==> src/rtl/addsub_sched_pkg.sv <==
// Shared definitions for the round-robin add/subtract scheduler: opcodes,
// response-slot states and the round-robin pointer step.
package addsub_sched_pkg;

  localparam logic OP_ADD = 1'b0;
  localparam logic OP_SUB = 1'b1;

  typedef enum logic {
    SLOT_EMPTY = 1'b0,
    SLOT_FULL  = 1'b1
  } slot_state_t;

  // Index following idx, wrapping at num_req.
  function automatic int unsigned next_rr_idx(input int unsigned idx, input int unsigned num_req);
    return (idx + 1 >= num_req) ? 0 : idx + 1;
  endfunction

endpackage

==> src/rtl/addsub_rr_scheduler_if.sv <==
// Request/response bundle between the issuing engines (master) and the
// shared add/subtract scheduler (slave).
interface addsub_rr_scheduler_if #(
  parameter int unsigned N       = 8,
  parameter int unsigned NUM_REQ = 4
);
  localparam int unsigned ID_W = (NUM_REQ > 1) ? $clog2(NUM_REQ) : 1;

  logic [NUM_REQ-1:0]   req_valid;
  logic [NUM_REQ-1:0]   req_ready;
  logic [NUM_REQ*N-1:0] req_a;
  logic [NUM_REQ*N-1:0] req_b;
  logic [NUM_REQ-1:0]   req_op;
  logic                 rsp_valid;
  logic                 rsp_ready;
  logic [N-1:0]         rsp_result;
  logic                 rsp_carry;
  logic                 rsp_ovf;
  logic [ID_W-1:0]      rsp_id;

  modport master (
    output req_valid, req_a, req_b, req_op, rsp_ready,
    input  req_ready, rsp_valid, rsp_result, rsp_carry, rsp_ovf, rsp_id
  );

  modport slave (
    input  req_valid, req_a, req_b, req_op, rsp_ready,
    output req_ready, rsp_valid, rsp_result, rsp_carry, rsp_ovf, rsp_id
  );

endinterface

==> src/rtl/nbit_add_sub.sv <==
// Combinational N-bit adder/subtractor: {carry, result} = a + (op ? ~b : b) + op.
module nbit_add_sub
  import addsub_sched_pkg::*;
#(
  parameter int unsigned N = 8
) (
  input  logic [N-1:0] a,
  input  logic [N-1:0] b,
  input  logic         op,
  output logic [N-1:0] result_c,
  output logic         carry_c
);

  logic [N-1:0] b_eff;

  assign b_eff = (op == OP_SUB) ? ~b : b;
  assign {carry_c, result_c} = {1'b0, a} + {1'b0, b_eff} + {{N{1'b0}}, op};

endmodule

==> src/rtl/addsub_rr_scheduler.sv <==
// Round-robin scheduler sharing one add/subtract datapath among NUM_REQ
// requesters, with a single registered, backpressured response slot.
module addsub_rr_scheduler
  import addsub_sched_pkg::*;
#(
  parameter int unsigned N       = 8,
  parameter int unsigned NUM_REQ = 4
) (
  input logic                  clk,
  input logic                  rst,
  addsub_rr_scheduler_if.slave bus
);

  localparam int unsigned ID_W = (NUM_REQ > 1) ? $clog2(NUM_REQ) : 1;

  slot_state_t     slot_q;
  slot_state_t     slot_d;
  logic [ID_W-1:0] rr_ptr;
  logic [ID_W-1:0] winner;
  logic [ID_W-1:0] win_hi;
  logic [ID_W-1:0] win_lo;
  logic            found_hi;
  logic            found;
  logic            can_issue;
  logic            grant;

  logic [N-1:0]    a_sel;
  logic [N-1:0]    b_sel;
  logic            op_sel;
  logic [N-1:0]    sum_c;
  logic            carry_c;
  logic            b_eff_msb;
  logic            ovf_c;

  logic [N-1:0]    result_q;
  logic            carry_q;
  logic            ovf_q;
  logic [ID_W-1:0] id_q;

  // Search from rr_ptr upward; if nothing there, the lowest valid index wraps in.
  always_comb begin
    found_hi = 1'b0;
    found    = 1'b0;
    win_hi   = '0;
    win_lo   = '0;
    for (int unsigned i = 0; i < NUM_REQ; i++) begin
      if (bus.req_valid[i] && !found_hi && (ID_W'(i) >= rr_ptr)) begin
        found_hi = 1'b1;
        win_hi   = ID_W'(i);
      end
      if (bus.req_valid[i] && !found) begin
        found  = 1'b1;
        win_lo = ID_W'(i);
      end
    end
    winner = found_hi ? win_hi : win_lo;
  end

  assign can_issue = (slot_q == SLOT_EMPTY) || bus.rsp_ready;
  assign grant     = found && can_issue && !rst;

  always_comb begin
    bus.req_ready = '0;
    for (int unsigned i = 0; i < NUM_REQ; i++) begin
      bus.req_ready[i] = grant && (winner == ID_W'(i));
    end
  end

  // Winner operand mux; depends only on rr_ptr/req_valid, never feeds req_ready.
  always_comb begin
    a_sel  = '0;
    b_sel  = '0;
    op_sel = OP_ADD;
    for (int unsigned i = 0; i < NUM_REQ; i++) begin
      if (winner == ID_W'(i)) begin
        a_sel  = bus.req_a[i*N +: N];
        b_sel  = bus.req_b[i*N +: N];
        op_sel = bus.req_op[i];
      end
    end
  end

  nbit_add_sub #(.N(N)) u_add_sub (
    .a        (a_sel),
    .b        (b_sel),
    .op       (op_sel),
    .result_c (sum_c),
    .carry_c  (carry_c)
  );

  assign b_eff_msb = (op_sel == OP_ADD) ? b_sel[N-1] : ~b_sel[N-1];
  assign ovf_c     = (a_sel[N-1] == b_eff_msb) && (sum_c[N-1] != a_sel[N-1]);

  always_ff @(posedge clk) begin
    if (rst) slot_q <= SLOT_EMPTY;
    else     slot_q <= slot_d;
  end

  always_comb begin
    slot_d = slot_q;
    case (slot_q)
      SLOT_EMPTY: if (grant) slot_d = SLOT_FULL;
      SLOT_FULL:  if (!grant && bus.rsp_ready) slot_d = SLOT_EMPTY;
    endcase
  end

  // Response payload and arbitration pointer move only on a transfer.
  always_ff @(posedge clk) begin
    if (rst) begin
      result_q <= '0;
      carry_q  <= 1'b0;
      ovf_q    <= 1'b0;
      id_q     <= '0;
      rr_ptr   <= '0;
    end else if (grant) begin
      result_q <= sum_c;
      carry_q  <= carry_c;
      ovf_q    <= ovf_c;
      id_q     <= winner;
      rr_ptr   <= ID_W'(next_rr_idx(32'(winner), NUM_REQ));
    end
  end

  assign bus.rsp_valid  = (slot_q == SLOT_FULL);
  assign bus.rsp_result = result_q;
  assign bus.rsp_carry  = carry_q;
  assign bus.rsp_ovf    = ovf_q;
  assign bus.rsp_id     = id_q;

endmodule

==> src/flat_wrapper.sv <==
// flat-port wrapper written by rule: the top's interface ports become plain ports
module addsub_rr_scheduler_flat import addsub_sched_pkg::*;
#(
  parameter int unsigned N       = 8,
  parameter int unsigned NUM_REQ = 4
)
  (clk, rst, bus_req_valid, bus_req_a, bus_req_b, bus_req_op, bus_rsp_ready, bus_req_ready, bus_rsp_valid, bus_rsp_result, bus_rsp_carry, bus_rsp_ovf, bus_rsp_id);
  addsub_rr_scheduler_if #(.N(N), .NUM_REQ(NUM_REQ)) bus_i ();
  input logic clk;
  input logic rst;
  input wire logic [$bits(bus_i.req_valid)-1:0] bus_req_valid;
  input wire logic [$bits(bus_i.req_a)-1:0] bus_req_a;
  input wire logic [$bits(bus_i.req_b)-1:0] bus_req_b;
  input wire logic [$bits(bus_i.req_op)-1:0] bus_req_op;
  input wire logic [$bits(bus_i.rsp_ready)-1:0] bus_rsp_ready;
  output wire logic [$bits(bus_i.req_ready)-1:0] bus_req_ready;
  output wire logic [$bits(bus_i.rsp_valid)-1:0] bus_rsp_valid;
  output wire logic [$bits(bus_i.rsp_result)-1:0] bus_rsp_result;
  output wire logic [$bits(bus_i.rsp_carry)-1:0] bus_rsp_carry;
  output wire logic [$bits(bus_i.rsp_ovf)-1:0] bus_rsp_ovf;
  output wire logic [$bits(bus_i.rsp_id)-1:0] bus_rsp_id;
  assign bus_i.req_valid = bus_req_valid;
  assign bus_i.req_a = bus_req_a;
  assign bus_i.req_b = bus_req_b;
  assign bus_i.req_op = bus_req_op;
  assign bus_i.rsp_ready = bus_rsp_ready;
  assign bus_req_ready = bus_i.req_ready;
  assign bus_rsp_valid = bus_i.rsp_valid;
  assign bus_rsp_result = bus_i.rsp_result;
  assign bus_rsp_carry = bus_i.rsp_carry;
  assign bus_rsp_ovf = bus_i.rsp_ovf;
  assign bus_rsp_id = bus_i.rsp_id;
  addsub_rr_scheduler #(.N(N), .NUM_REQ(NUM_REQ)) u_core (.clk(clk), .rst(rst), .bus(bus_i));
endmodule
==> config.mk <==
export PLATFORM = sky130hd
export DESIGN_NAME = addsub_rr_scheduler_flat
export DESIGN_NICKNAME = d
export VERILOG_FILES = /design/src/rtl/addsub_sched_pkg.sv /design/src/rtl/addsub_rr_scheduler_if.sv /design/src/rtl/nbit_add_sub.sv /design/src/rtl/addsub_rr_scheduler.sv /design/src/flat_wrapper.sv
export SDC_FILE = /design/constraint.sdc
export NUM_CORES = 1
export LEC_CHECK = 0
export BUFFER_PORTS_ARGS = -buffer_cell sky130_fd_sc_hd__buf_4
export CORE_ASPECT_RATIO = 1.1
export CORE_UTILIZATION = 45
export DETAILED_ROUTE_END_ITERATION = 10
export PLACE_DENSITY = 0.92
export SKIP_CTS_REPAIR_TIMING = 1
export SLEW_MARGIN = 20
export SYNTH_ARGS = -nofsm -noshare
export SYNTH_HDL_FRONTEND = slang
export SYNTH_SLANG_ARGS = --single-unit
==> constraint.sdc <==
create_clock -name clk -period 5.2 [get_ports clk]
set_clock_uncertainty 0.1 [all_clocks]
set_input_delay 1.04 -clock clk [delete_from_list [all_inputs] [get_ports clk]]
set_output_delay 1.04 -clock clk [all_outputs]
set_load 0.05 [all_outputs]
## Yosys cells after proc, flatten, opt, wreduce, memory -nomap -nowiden

Cells that the tools add are included.

- Add/subtract/negate cells: 3
- Order comparisons: 5
- Eq/ne operators: 5
- Muxes and demuxes: 33
- Bitwise operators: 3
- Reductions and logical operators: 28

Operators by type and width:

| kind | number |
|---|---|
| $mux W8 | 9 |
| $logic_and A1 B1 Y1 | 18 |
| $mux W1 | 17 |
| $mux W2 | 6 |
| $add A8 B8 Y9 | 1 |
| $add A9 B1 Y9 | 1 |
| $logic_not A1 Y1 | 8 |
| $not A8 Y8 | 1 |
| $eq A2 B2 Y1 const B | 2 |
| $ge A1 B2 Y1 const A | 2 |
| $ge A2 B2 Y1 const A | 2 |
| $add A2 B1 Y3 const B | 1 |
| $ge A3 B3 Y1 const B | 1 |
| $eq A2 B1 Y1 const B | 1 |
| $logic_not A2 Y1 | 1 |
| $not A1 Y1 | 2 |
| $pmux W1 S2 | 1 |
| $eq A1 B1 Y1 | 1 |
| $logic_or A1 B1 Y1 | 1 |
| $ne A1 B1 Y1 | 1 |

- Register bits after elaboration: 15
- Output and inout port bits: 17
- Logic and storage cells: 83

## Longest topological paths before layout

Gate-level depths: netlist of run 1.

- Depth after elaboration: 27
- Depth in mapped cells: 21

## Hierarchy

A second synthesis of run 1 with hierarchy kept.

- Cells, all modules: 231
- Area, all modules: 1635.3 um^2

By module, submodules not included:

| module | times used | cells each | area each (um^2) | sequential area each (um^2) |
|---|---|---|---|---|
| addsub_rr_scheduler | 1 | 183 | 1237.4 | 300.3 |
| nbit_add_sub | 1 | 48 | 397.9 | 0.0 |

## Worst setup path before layout of run 1

Ideal clock, no wire load.

- Path kind: input port to flip-flop
- Start: input bus_req_valid[2]
- End: register u_core.carry_q, in the netlist u_core.bus.rsp_carry
- Setup time: 128 ps
- Arrival: 4264 ps
- Slack: 709 ps
- Cell stages on the path: 17
- Path buffers: 3
- Path through: mux2i_1 -> nor2_1 -> or3_1 -> clkinv_1 -> ha_1 -> clkbuf_1 -> buf_1 -> buf_1 -> o21ai_1 -> fa_1 -> a21o_1 -> a21oi_1 -> o21bai_1 -> a21oi_1 -> o21bai_1 -> a21oi_1 -> o21ai_1

- Word-level cells in the longest chain between the ends: 17
- Elaborated cells on any way between the ends: 39
- Classes of those cells: 2 x add/sub; 3 x eq/ne; 22 x mux; 1 x bitwise; 11 x reduce/logical

RTL lines:

| what | RTL line | text |
|---|---|---|
| from (decl) | flat_wrapper.sv:11 | `input wire logic [$bits(bus_i.req_valid)-1:0] bus_req_valid;` |
| $logic_and A1 B1 Y1 (2 in series) | addsub_rr_scheduler.sv:47 | `if (bus.req_valid[i] && !found_hi && (ID_W'(i) >= rr_ptr)) begin` |
| $mux W1 | addsub_rr_scheduler.sv:47 |  |
| $logic_not A1 Y1 | addsub_rr_scheduler.sv:47 |  |
| $logic_and A1 B1 Y1 (2 in series) | addsub_rr_scheduler.sv:47 |  |
| $mux W2 / $mux W1 (equally long branches) | addsub_rr_scheduler.sv:47 |  |
| $mux W2 * | addsub_rr_scheduler.sv:56 | `winner = found_hi ? win_hi : win_lo;` |
| net u_core.winner[0] | addsub_rr_scheduler.sv:19 | `logic [ID_W-1:0] winner;` |
| $logic_not A2 Y1 | addsub_rr_scheduler.sv:75 | `if (winner == ID_W'(i)) begin` |
| $mux W8 (4 in series) | addsub_rr_scheduler.sv:75 |  |
| $not A8 Y8 | nbit_add_sub.sv:16 | `assign b_eff = (op == OP_SUB) ? ~b : b;` |
| $mux W8 | nbit_add_sub.sv:16 |  |
| $add A8 B8 Y9 | nbit_add_sub.sv:17 | `assign {carry_c, result_c} = {1'b0, a} + {1'b0, b_eff} + {{N{1'b0}}, op};` |
| $add A9 B1 Y9 * | nbit_add_sub.sv:17 |  |
| to (signal assigned) | addsub_rr_scheduler.sv:117 | `carry_q <= carry_c;` |
| to (decl) | addsub_rr_scheduler.sv:36 | `logic carry_q;` |

The timed path passes the listed nets; every way through them passes the cells marked *.
A chain may end at the register's enable or synchronous reset.

## Final worst setup path of run 1

- Start: input bus_req_valid[0]
- End: register u_core.carry_q, in the netlist u_core.bus.rsp_carry

- Word-level cells in the longest chain between the ends: 24
- Elaborated cells on any way between the ends: 53
- Classes of those cells: 2 x add/sub; 3 x eq/ne; 28 x mux; 1 x bitwise; 19 x reduce/logical

RTL lines:

| what | RTL line |
|---|---|
| $logic_and A1 B1 Y1 | addsub_rr_scheduler.sv:47 |
| $mux W1 | addsub_rr_scheduler.sv:47 |
| $logic_not A1 Y1 | addsub_rr_scheduler.sv:47 |
| $logic_and A1 B1 Y1 (2 in series) | addsub_rr_scheduler.sv:47 |
| $mux W1 | addsub_rr_scheduler.sv:47 |
| $logic_not A1 Y1 | addsub_rr_scheduler.sv:47 |
| $logic_and A1 B1 Y1 (2 in series) | addsub_rr_scheduler.sv:47 |
| $mux W1 | addsub_rr_scheduler.sv:47 |
| [4 not listed] | - |
| $mux W2 * | addsub_rr_scheduler.sv:56 |
| net u_core.winner[0] | addsub_rr_scheduler.sv:19 |
| $logic_not A2 Y1 | addsub_rr_scheduler.sv:75 |
| $mux W8 (4 in series) | addsub_rr_scheduler.sv:75 |
| $not A8 Y8 | nbit_add_sub.sv:16 |
| $mux W8 | nbit_add_sub.sv:16 |
| $add A8 B8 Y9 | nbit_add_sub.sv:17 |
| $add A9 B1 Y9 * | nbit_add_sub.sv:17 |

Marks and branches as above.

==> qor.csv, run 1 <==
stage,metric,value,unit
cts,cts.clk_slew.worst_paths,80,ps
critical_path,slowest_stage,fa_1,
critical_path,crit_fanout,16,
logic_synthesis,synth_seq_cells,15,
floorplan,dieArea,3840,µm²
drt,wl,4.26,mm
grt,antenna_found_initial,0,
drt,vias,1856,
layout,drive_gt1_share,34.5,%
logic_synthesis,synth_nets,307,
place,portBuffers,91,
drt,drtAntennaViolNets,0,
sta,setup_viol,0,
floorplan,fp-row-count,22,
layout,nets,392,
logic_synthesis,synth.largest_area_cell,dfxtp_1,
logic_synthesis,synth-seq-area-share,18.6,%
sta,fmaxAchievable,0.224,GHz
sta,period_needed,4470,ps
sta,period_share,86.0,%
layout,area_delta_synth_final,45.3,%
critical_path,endpoint_kind,register,
drt,drtIter0Drc,98,
floorplan,die_w,59.1,µm
cts,cts_buffers,3,
cts,clock_latency,280,ps
cts,cts_root_buffer,clkbuf_4,
outcome,status,"complete, no violations",
logic_synthesis,synthCells,220,
logic_synthesis,synth_cell_types,43,
critical_path,cp-start-kind,input port,
grt,grt_max_degree,29,
floorplan,start_util,47.7,%
floorplan,io_pins,92,
sta,drv_slew,0,
logic_synthesis,yosys-top-cells-area,"dfxtp_1, ha_1, a21oi_1",
worst_hold_path,worstHoldPathType,reg -> reg,
logic_synthesis,ys.warnings.count,0,
critical_path,cpMostUsedCell,a21oi_1,
logic_synthesis,netlist_area,1620,µm²
critical_path,critPathKind,in -> reg,
grt,grt_pass1_vias,1681,
sta,fin_tns_setup,0,ps
cts,cts_tree,yes,
run,drv_cap,0,
cts,htreeDepth,1,
logic_synthesis,synth-async-reset-ratio,0,%
floorplan,core_area,3390,µm²
grt,grt_overflow_total,0,
logic_synthesis,yosysMostFrequentCell,a21oi_1,
critical_path,crit_chain,buf_4 -> mux2i_1 -> nor2_1 -> or3_1 -> clkinv_1 -> ha_1 -> buf_4 -> a22oi_4 -> a21oi_4 -> xor2_1 -> fa_1 -> a21o_1 -> a21oi_1 -> o21bai_1 -> a21oi_1 -> o21bai_1 -> a21oi_1 -> o21ai_1,
logic_synthesis,synth_area_per_cell,7.35,µm²
place,dpl.hpwl,3.49,mm
logic_synthesis,netlist.area_leader.share,18.6,%
power_and_ir_drop,p_leak,0.00111,µW
drt,remaining_drc_errors,0,
cts,clkSinkCount,15,
grt,grt_pass1_wl,6.94,mm
power_and_ir_drop,p_per_area,472,nW/µm²
place,place_congestion,0.846,
sta,rsz0062_at_grt,false,
drt,dr.pass1.iters,5,
logic_synthesis,synth_common_cells,"a21oi_1, nor2_1, o21ai_1",
drt,via_per_inst,5.27,
place,dp.cells,348,
logic_synthesis,synth_edf_count,0,
floorplan,die_h,64.9,µm
power_and_ir_drop,ir_drop,203,µV
critical_path,worst-endpoint-required,5280,ps
drt,wl_per_cell,12.1,µm
sta,hold_violations,0,
grt,grt_usage,23.3,%
critical_path,cp.buffers_inverters,3,
logic_synthesis,synth_flop_cell,dfxtp_1,
critical_path,max_stage_delay,470,ps
layout,antenna_cells,0,
sta,slew_headroom,53.8,%
layout,instances_no_fill,352,
critical_path,critical_path.top_delay_family,compound AO/OA/AOI/OAI gates,
critical_path,arrival,4550,ps
cts,clock_path_buffers,2,
sta,tightest_slew,688,ps
==> logic make-up after synthesis <==
logic type	synth area share [%]
AOI/OAI and AO/OA	34.4
and+or+nand+nor	23.1
buffers and inverters	5.57
DFF	18.6
xor gates and xnor gates	7.04
adders and majority gates	9.75
muxes	1.55
==> where the power goes <==
group / internal (µW) / leakage, µW / switching (µW) / total (µW)
sequential: 153 / 0.000124 / 22.2 / 176
combinational: 357 / 0.000973 / 510 / 867
clock: 29.8 / 0.0000150 / 36.6 / 66.4
==> worst min-delay path, stage by stage, from the launching register on <==
cell      delay [ps]
dfxtp_1          320
nand3b_1          70
o21ai_1           50
==> layout make-up <==
class,instances,area (µm²)
multi-input cells,184,1230
fillers,281,1040
clock buffers,4,26.3
inverters,6,22.5
repair buffers,95,713
well taps,48,60.1
flip-flops and latches,15,300
==> sequential cells by signal (all words and copies together) (netlist names) <==
signal                 cells
u_core.bus.rsp_id          2
u_core.bus.rsp_valid       1
u_core.bus.rsp_ovf         1
u_core.rr_ptr              2
u_core.bus.rsp_carry       1
u_core.bus.rsp_result      8
==> routing by layer <==
layer	share of wire [%]	GRT usage, %
met4	1.5	8.93
met3	5.6	2.00
met1	44	29.2
met5	0	0
met2	49	40.5
==> worst paths after layout <==
kind | start | to | slack (ps) | cells past startpoint
min reg2reg | u_core.bus.rsp_result[5] | u_core.bus.rsp_result[5] | 380 | 2
max | bus_req_valid[0] | u_core.bus.rsp_carry | 730 | 18
max reg2reg | u_core.rr_ptr[1] | u_core.bus.rsp_carry | 1070 | 17
min | u_core.bus.rsp_result[5] | u_core.bus.rsp_result[5] | 380 | 2
==> per-stage QoR <==
| stage | area [µm²] | utilization [%] | hold slack [ps] | setup slack (ps) | total power [µW] |
|---|---|---|---|---|---|
| 4_1_cts | 2350 | 69.4 | 382 | 723 | 1110 |
| 3_5_place_dp | 2320 | 68.6 | 368 | 424 | 1040 |
| 5_1_grt | 2350 | 69.4 | 411 | 400 | 1200 |
| 3_3_place_gp | 2320 | 68.6 | 360 | 582 | 1020 |
| 6_report | 2350 | 69.4 | 381 | 730 | 1110 |
| 2_1_floorplan | 1620 | - | 381 | 709 | 837 |
==> layout by cell type (no fill, tap or decap), types with 4 or more instances in the layout <==
master    synthesis  layout
buf_4             1      95
and2_1            4       4
nand3b_1         12      12
a21o_1            4       4
xor2_1           10      10
a22oi_1          15      15
nor2_1           21      21
a21oi_1          24      24
o22ai_1           4       4
inv_1             5       5
o21ai_1          21      21
ha_1             11      11
nand2_1          20      20
dfxtp_1          15      15
Note: power is estimated with default switching activity, not from simulation.
==> run 2, diff against run 1 <==
--- a/config.mk
+++ b/config.mk
@@ -10,6 +10,7 @@
 export CORE_UTILIZATION = 45
 export DETAILED_ROUTE_END_ITERATION = 10
 export PLACE_DENSITY = 0.92
+export RECOVER_POWER = 100
 export SKIP_CTS_REPAIR_TIMING = 1
 export SLEW_MARGIN = 20
 export SYNTH_ARGS = -nofsm -noshare
==> run 2 against run 1 <==
Compared with the run above:
- register-to-register slack lost 50 ps
- critical path depth grew 2
- largest cell class unchanged
- final cell count stayed put
- highest routed layer unchanged
- combinational power decreased by 4.0%
- first-iteration DRC count shrank 5.1%
- maximum frequency decreased by 1.3%
==> qor.csv, run 2 (same netlist as run 1, synthesis figures left out) <==
stage,metric,value,unit
outcome,status,"complete, no violations",
floorplan,core_area,3390,µm²
place,place_congestion,0.846,
cts,cts_buffers,3,
cts,cts_tree,yes,
layout,final_common_cell,buf_4,
worst_hold_path,worstHoldPathType,reg -> reg,
layout,instances_no_fill,352,
worst_hold_path,whs_path_depth,2,
layout,nets,392,
floorplan,die_h,64.9,µm
drt,dr.pass1.iters,4,
sta,drv_slew,0,
grt,grt_overflow_total,0,
cts,cts.clk_slew.worst_paths,80,ps
layout,antenna_cells,0,
critical_path,max_stage_delay,470,ps
floorplan,fp-row-count,22,
critical_path,arrival,4570,ps
critical_path,crit_fanout,16,
critical_path,crit_chain,buf_4 -> mux2i_1 -> nor2_1 -> or3_1 -> clkinv_1 -> ha_1 -> buf_4 -> a22oi_1 -> nor2_1 -> a21oi_1 -> o21ai_0 -> xor2_1 -> fa_1 -> a21o_1 -> a21oi_1 -> o21bai_1 -> a21oi_1 -> o21bai_1 -> a21oi_1 -> o21ai_0,
critical_path,cpMostUsedCell,a21oi_1,
worst_hold_path,min_to,u_core.bus.rsp_result[5],
grt,antenna_found_initial,0,
floorplan,io_pins,92,
sta,rsz0062_at_grt,false,
place,dp.cells,348,
cts,clock_latency,280,ps
critical_path,worst-endpoint-required,5240,ps
critical_path,endpoint_kind,register,
sta,period_needed,4530,ps
critical_path,r2r_start,u_core.rr_ptr[1],
layout,fin_area,2280,µm²
cts,clkSinkCount,15,
drt,drtAntennaViolNets,0,
grt,grt_usage,23.3,%
place,dpl.hpwl,3.49,mm
critical_path,rr_worst_depth,19,
power_and_ir_drop,p_total,1070,µW
sta,fin_tns_setup,0,ps
drt,remaining_drc_errors,0,
power_and_ir_drop,p_leak,0.00104,µW
sta,period_share,87.1,%
layout,drive_gt1_share,28.3,%
layout,largest_reg_flops,8,
power_and_ir_drop,p_per_area,471,nW/µm²
grt,grt_pass1_vias,1681,
run,drv_cap,0,
sta,slew_headroom,41.6,%
floorplan,die_w,59.1,µm
worst_hold_path,min-delay-start,u_core.bus.rsp_result[5],
layout,utilization,67.3,%
critical_path,cp-start-kind,input port,
drt,via_per_inst,5.26,
critical_path,reg2reg_to,u_core.bus.rsp_carry,
sta,setup_viol,0,
power_and_ir_drop,ir_drop,205,µV
drt,wl,4.31,mm
floorplan,start_util,47.7,%
place,placement.cell_area,2320,µm²
floorplan,dieArea,3840,µm²
drt,drtIter0Drc,93,
cts,cts_root_buffer,clkbuf_4,
critical_path,critPathKind,in -> reg,
sta,fmaxAchievable,0.221,GHz
drt,vias,1853,
sta,tightest_slew,876,ps
layout,layout_common_cells,"buf_4, a21oi_1, nor2_1",
layout,area_delta_synth_final,40.9,%
cts,clock_path_buffers,2,
grt,grt_max_degree,29,
critical_path,r2r_setup_slack,1020,ps
drt,wl_per_cell,12.3,µm
place,portBuffers,91,
critical_path,slowest_stage,fa_1,
cts,htreeDepth,1,
sta,hold_violations,0,
grt,grt_pass1_wl,6.94,mm
[run 2: changes by cell type in the layout (fill, tap and decap cells not counted), sizes merged]
cell	before	now
clkbuf	4	23
buf	95	76
[run 2: worst max-delay path by stage]
| stage | slack (ps) | from | cells past startpoint | endpoint |
|---|---|---|---|---|
| finish | 670 | bus_req_valid[0] | 20 | u_core.bus.rsp_carry |
| global route | 290 | bus_req_valid[1] | 19 | u_core.bus.rsp_carry |
| CTS | 720 | bus_req_valid[0] | 18 | u_core.bus.rsp_carry |
| detailed placement | 420 | bus_req_valid[2] | 18 | u_core.bus.rsp_carry |
| global placement | 580 | bus_req_valid[2] | 18 | u_core.bus.rsp_carry |
| floorplan | 710 | bus_req_valid[2] | 17 | u_core.bus.rsp_carry |
[run 2: metrics by stage]
step / hold slack [ps] / setup WS, ps
final: 379 / 670
after CTS: 382 / 723
after detailed placement: 368 / 424
after global routing: 411 / 291
after global placement: 360 / 582
after floorplan: 381 / 709
[run 2: worst max-delay path: cells and delay by family]
| kind | cells | cell delay, ps |
|---|---|---|
| AOI/OAI and AO/OA | 10 | 1400 |
| adders and majority gates | 2 | 750 |
| and+or+nand+nor | 3 | 600 |
| buffers and inverters | 3 | 510 |
| xor gates and xnor gates | 1 | 140 |
| muxes | 1 | 120 |
[run 2: layout make-up]
type	count	area, µm²
multi-input cells	184	1230
fillers	305	1110
repair buffers	95	642
flip-flops and latches	15	300
well taps	48	60.1
clock buffers	4	26.3
inverters	6	22.5
[run 2: routing by layer]
layer | GRT usage, % | part of all wire [%]
met2 | 40.5 | 48
met1 | 29.2 | 45
met4 | 8.93 | 1.6
met3 | 2.00 | 6.1
met5 | 0 | 0
[run 2: report_power, final]
group / internal (µW) / leakage [µW] / switching (µW)
Sequential: 154 / 0.000124 / 21.2
Combinational: 322 / 0.000897 / 510
Clock: 29.8 / 0.0000150 / 35.8
==> run 3, diff against run 2 <==
--- a/config.mk
+++ b/config.mk
@@ -5,8 +5,10 @@
 export SDC_FILE = /design/constraint.sdc
 export NUM_CORES = 1
 export LEC_CHECK = 0
+export ABC_AREA = 1
 export BUFFER_PORTS_ARGS = -buffer_cell sky130_fd_sc_hd__buf_4
 export CORE_ASPECT_RATIO = 1.1
+export CORE_MARGIN = 10
 export CORE_UTILIZATION = 45
 export DETAILED_ROUTE_END_ITERATION = 10
 export PLACE_DENSITY = 0.92
==> run 3 against run 2 <==
Compared with the run above:
- synthesized area up 0.15%
- worst setup slack worse by 36 ps
- utilization down 0.95 points
- power is 20% lower
- hold slack improved by 2.2 ps
- synthesized cell count up 17%
- sequential power shrank 9%
- sequential cell count is the same
- sequential share of layout area up 0.080 points
- critical path type is now in -> out
- largest power group unchanged
==> qor.csv, run 3 <==
stage,metric,value,unit
outcome,status,"complete, no violations",
drt,remaining_drc_errors,0,
cts,htreeDepth,1,
logic_synthesis,synth_area_per_cell,6.30,µm²
floorplan,die_h,82.9,µm
layout,antenna_cells,0,
grt,grt_max_degree,30,
power_and_ir_drop,p_leak,0.00116,µW
grt,grt_overflow_total,0,
floorplan,io_pins,92,
sta,tightest_slew,1320,ps
layout,nets,428,
logic_synthesis,netlist_area,1620,µm²
cts,cts_root_buffer,clkbuf_4,
drt,drtAntennaViolNets,0,
logic_synthesis,synth-async-reset-ratio,0,%
logic_synthesis,synth_seq_cells,15,
grt,grtUsageMet3,3.13,%
grt,grt_pass1_wl,9.00,mm
place,place_ws,559,ps
sta,slew_headroom,11.2,%
place,place_congestion,0.907,
sta,period_needed,4570,ps
layout,largest_reg_flops,8,
logic_synthesis,synthCells,257,
drt,drtIter0Drc,101,
cts,clock_latency,290,ps
sta,hold_ws,382,ps
layout,final_common_cell,buf_4,
layout,fillers,349,
critical_path,crit_fanout,19,
power_and_ir_drop,p_total,863,µW
critical_path,rr_worst_depth,21,
cts,cts_tree,yes,
critical_path,reg2reg_to,u_core.bus.rsp_result[7],
place,dpl.hpwl,4.67,mm
sta,drv_slew,0,
critical_path,critPathKind,in -> out,
layout,drive_gt1_share,27.6,%
drt,vias,2009,
logic_synthesis,synth_common_cells,"nand2_1, a21oi_1, inv_1, o21ai_0, nor2_1",
logic_synthesis,netlist.area_leader.share,18.5,%
layout,layout_common_cells,"buf_4, nand2_1, a21oi_1",
drt,dr.pass1.iters,7,
logic_synthesis,synth-seq-area-share,18.5,%
critical_path,r2r_setup_slack,1040,ps
logic_synthesis,yosysMostFrequentCell,nand2_1,
grt,grt-busiest-layer,met2,
place,dp.cells,384,
cts,clkSinkCount,15,
place,portBuffers,91,
logic_synthesis,synth_cell_types,34,
logic_synthesis,synth.largest_area_cell,dfxtp_1,
critical_path,endpoint_kind,primary output,
drt,wl_per_cell,14.4,µm
grt,met1_usage,17.8,%
cts,clock_path_buffers,2,
grt,antenna_found_initial,0,
layout,instances_no_fill,388,
logic_synthesis,synth_flop_cell,dfxtp_1,
sta,hold_violations,0,
drt,wl,5.58,mm
critical_path,r2r_start,u_core.rr_ptr[1],
floorplan,core_area,3410,µm²
logic_synthesis,synth_nets,344,
floorplan,die_w,77.2,µm
critical_path,cp-endpoint,bus_req_ready[1],
sta,fmaxAchievable,0.219,GHz
sta,period_share,87.8,%
layout,seq_area,300,µm²
sta,rsz0062_at_grt,false,
logic_synthesis,yosys-top-cells-area,"dfxtp_1, a21oi_1, nand2_1",
critical_path,worst-endpoint-required,4060,ps
power_and_ir_drop,ir_drop,243,µV
floorplan,fp-row-count,22,
grt,gr-usage-met2,30.6,%
grt,grt_pass1_vias,1988,
critical_path,cp-start-kind,input port,
floorplan,dieArea,6400,µm²
logic_synthesis,ys.warnings.count,0,
cts,cts_buffers,3,
grt,grt_usage,16.5,%
sta,layout_setup_ws,634,ps
sta,fin_tns_setup,0,ps
run,drv_cap,0,
sta,setup_viol,0,
worst_hold_path,worstHoldPathType,reg -> reg,
drt,via_per_inst,5.18,
critical_path,startpoint,bus_req_valid[0],
floorplan,start_util,47.4,%
layout,multi_input_area,1140,µm²
critical_path,arrival,3430,ps
cts,cts.clk_slew.worst_paths,90,ps
layout,area_delta_synth_final,39.8,%
logic_synthesis,synth_edf_count,0,
power_and_ir_drop,p_per_area,381,nW/µm²
[run 3: cell count changes after synthesis, sizes merged, moves of 4 or more]
cell	before	now
nand3b	12	0
nand3	1	17
nand2	20	52
o22ai	4	0
a21oi	26	38
o21ai	22	27
clkbuf	11	7
a21o	4	0
inv	5	29
[run 3: cells by family after synthesis]
family | count (synthesis) | synth area share (%)
flip-flops | 15 | 18.5
adder cells (fa/ha/maj) | 12 | 9.74
buffers and inverters | 41 | 10.7
AO/OA/AOI/OAI | 82 | 28.7
AND/OR/NAND/NOR | 98 | 27.4
XOR/XNOR | 9 | 4.87
[run 3: where the power goes]
group / internal [µW] / switching (µW)
logic: 224 / 413
registers: 144 / 14.7
clock network: 29.9 / 36.8
total: 398 / 464
[run 3: critical path, cell delays in order]
cell      delay (ps)
clkbuf_1         140
nor4_1            90
nor3_1          1010
inv_1            660
nor2_1           260
buf_4            230
[run 3: routing by layer]
metal / vias up / wire length [µm]
met2: 75 / 2980
met5: - / 0
met4: 0 / 117
met3: 14 / 269
li1: 1034 / -
met1: 886 / 2210
[run 3: area by class of cell]
| class | instances | share of cell area (%) |
|---|---|---|
| timing repair buffer | 91 | 27.9 |
| inverter | 29 | 4.81 |
| sequential | 15 | 13.3 |
| clock buffer | 4 | 1.16 |
| tap | 48 | 2.65 |
| multi-input combinational | 201 | 50.2 |
[run 3: worst min path at each step]
stage / startpoint / endpoint / slack, ps / cells after the start
2_1_floorplan: u_core.rr_ptr[0] / u_core.rr_ptr[0] / 340 / 2
3_3_place_gp: u_core.rr_ptr[0] / u_core.rr_ptr[0] / 350 / 2
3_5_place_dp: u_core.bus.rsp_result[3] / u_core.bus.rsp_result[3] / 370 / 2
4_1_cts: u_core.bus.rsp_id[1] / u_core.bus.rsp_id[1] / 380 / 2
5_1_grt: u_core.rr_ptr[0] / u_core.rr_ptr[0] / 400 / 2
6_report: u_core.bus.rsp_id[1] / u_core.bus.rsp_id[1] / 380 / 2
[run 3: through the flow]
step	cell area (µm²)	util, %
floorplan	1620	-
global placement	2300	67.3
detailed placement	2300	67.3
CTS	2320	68.1
global route	2260	66.3
finish	2260	66.3
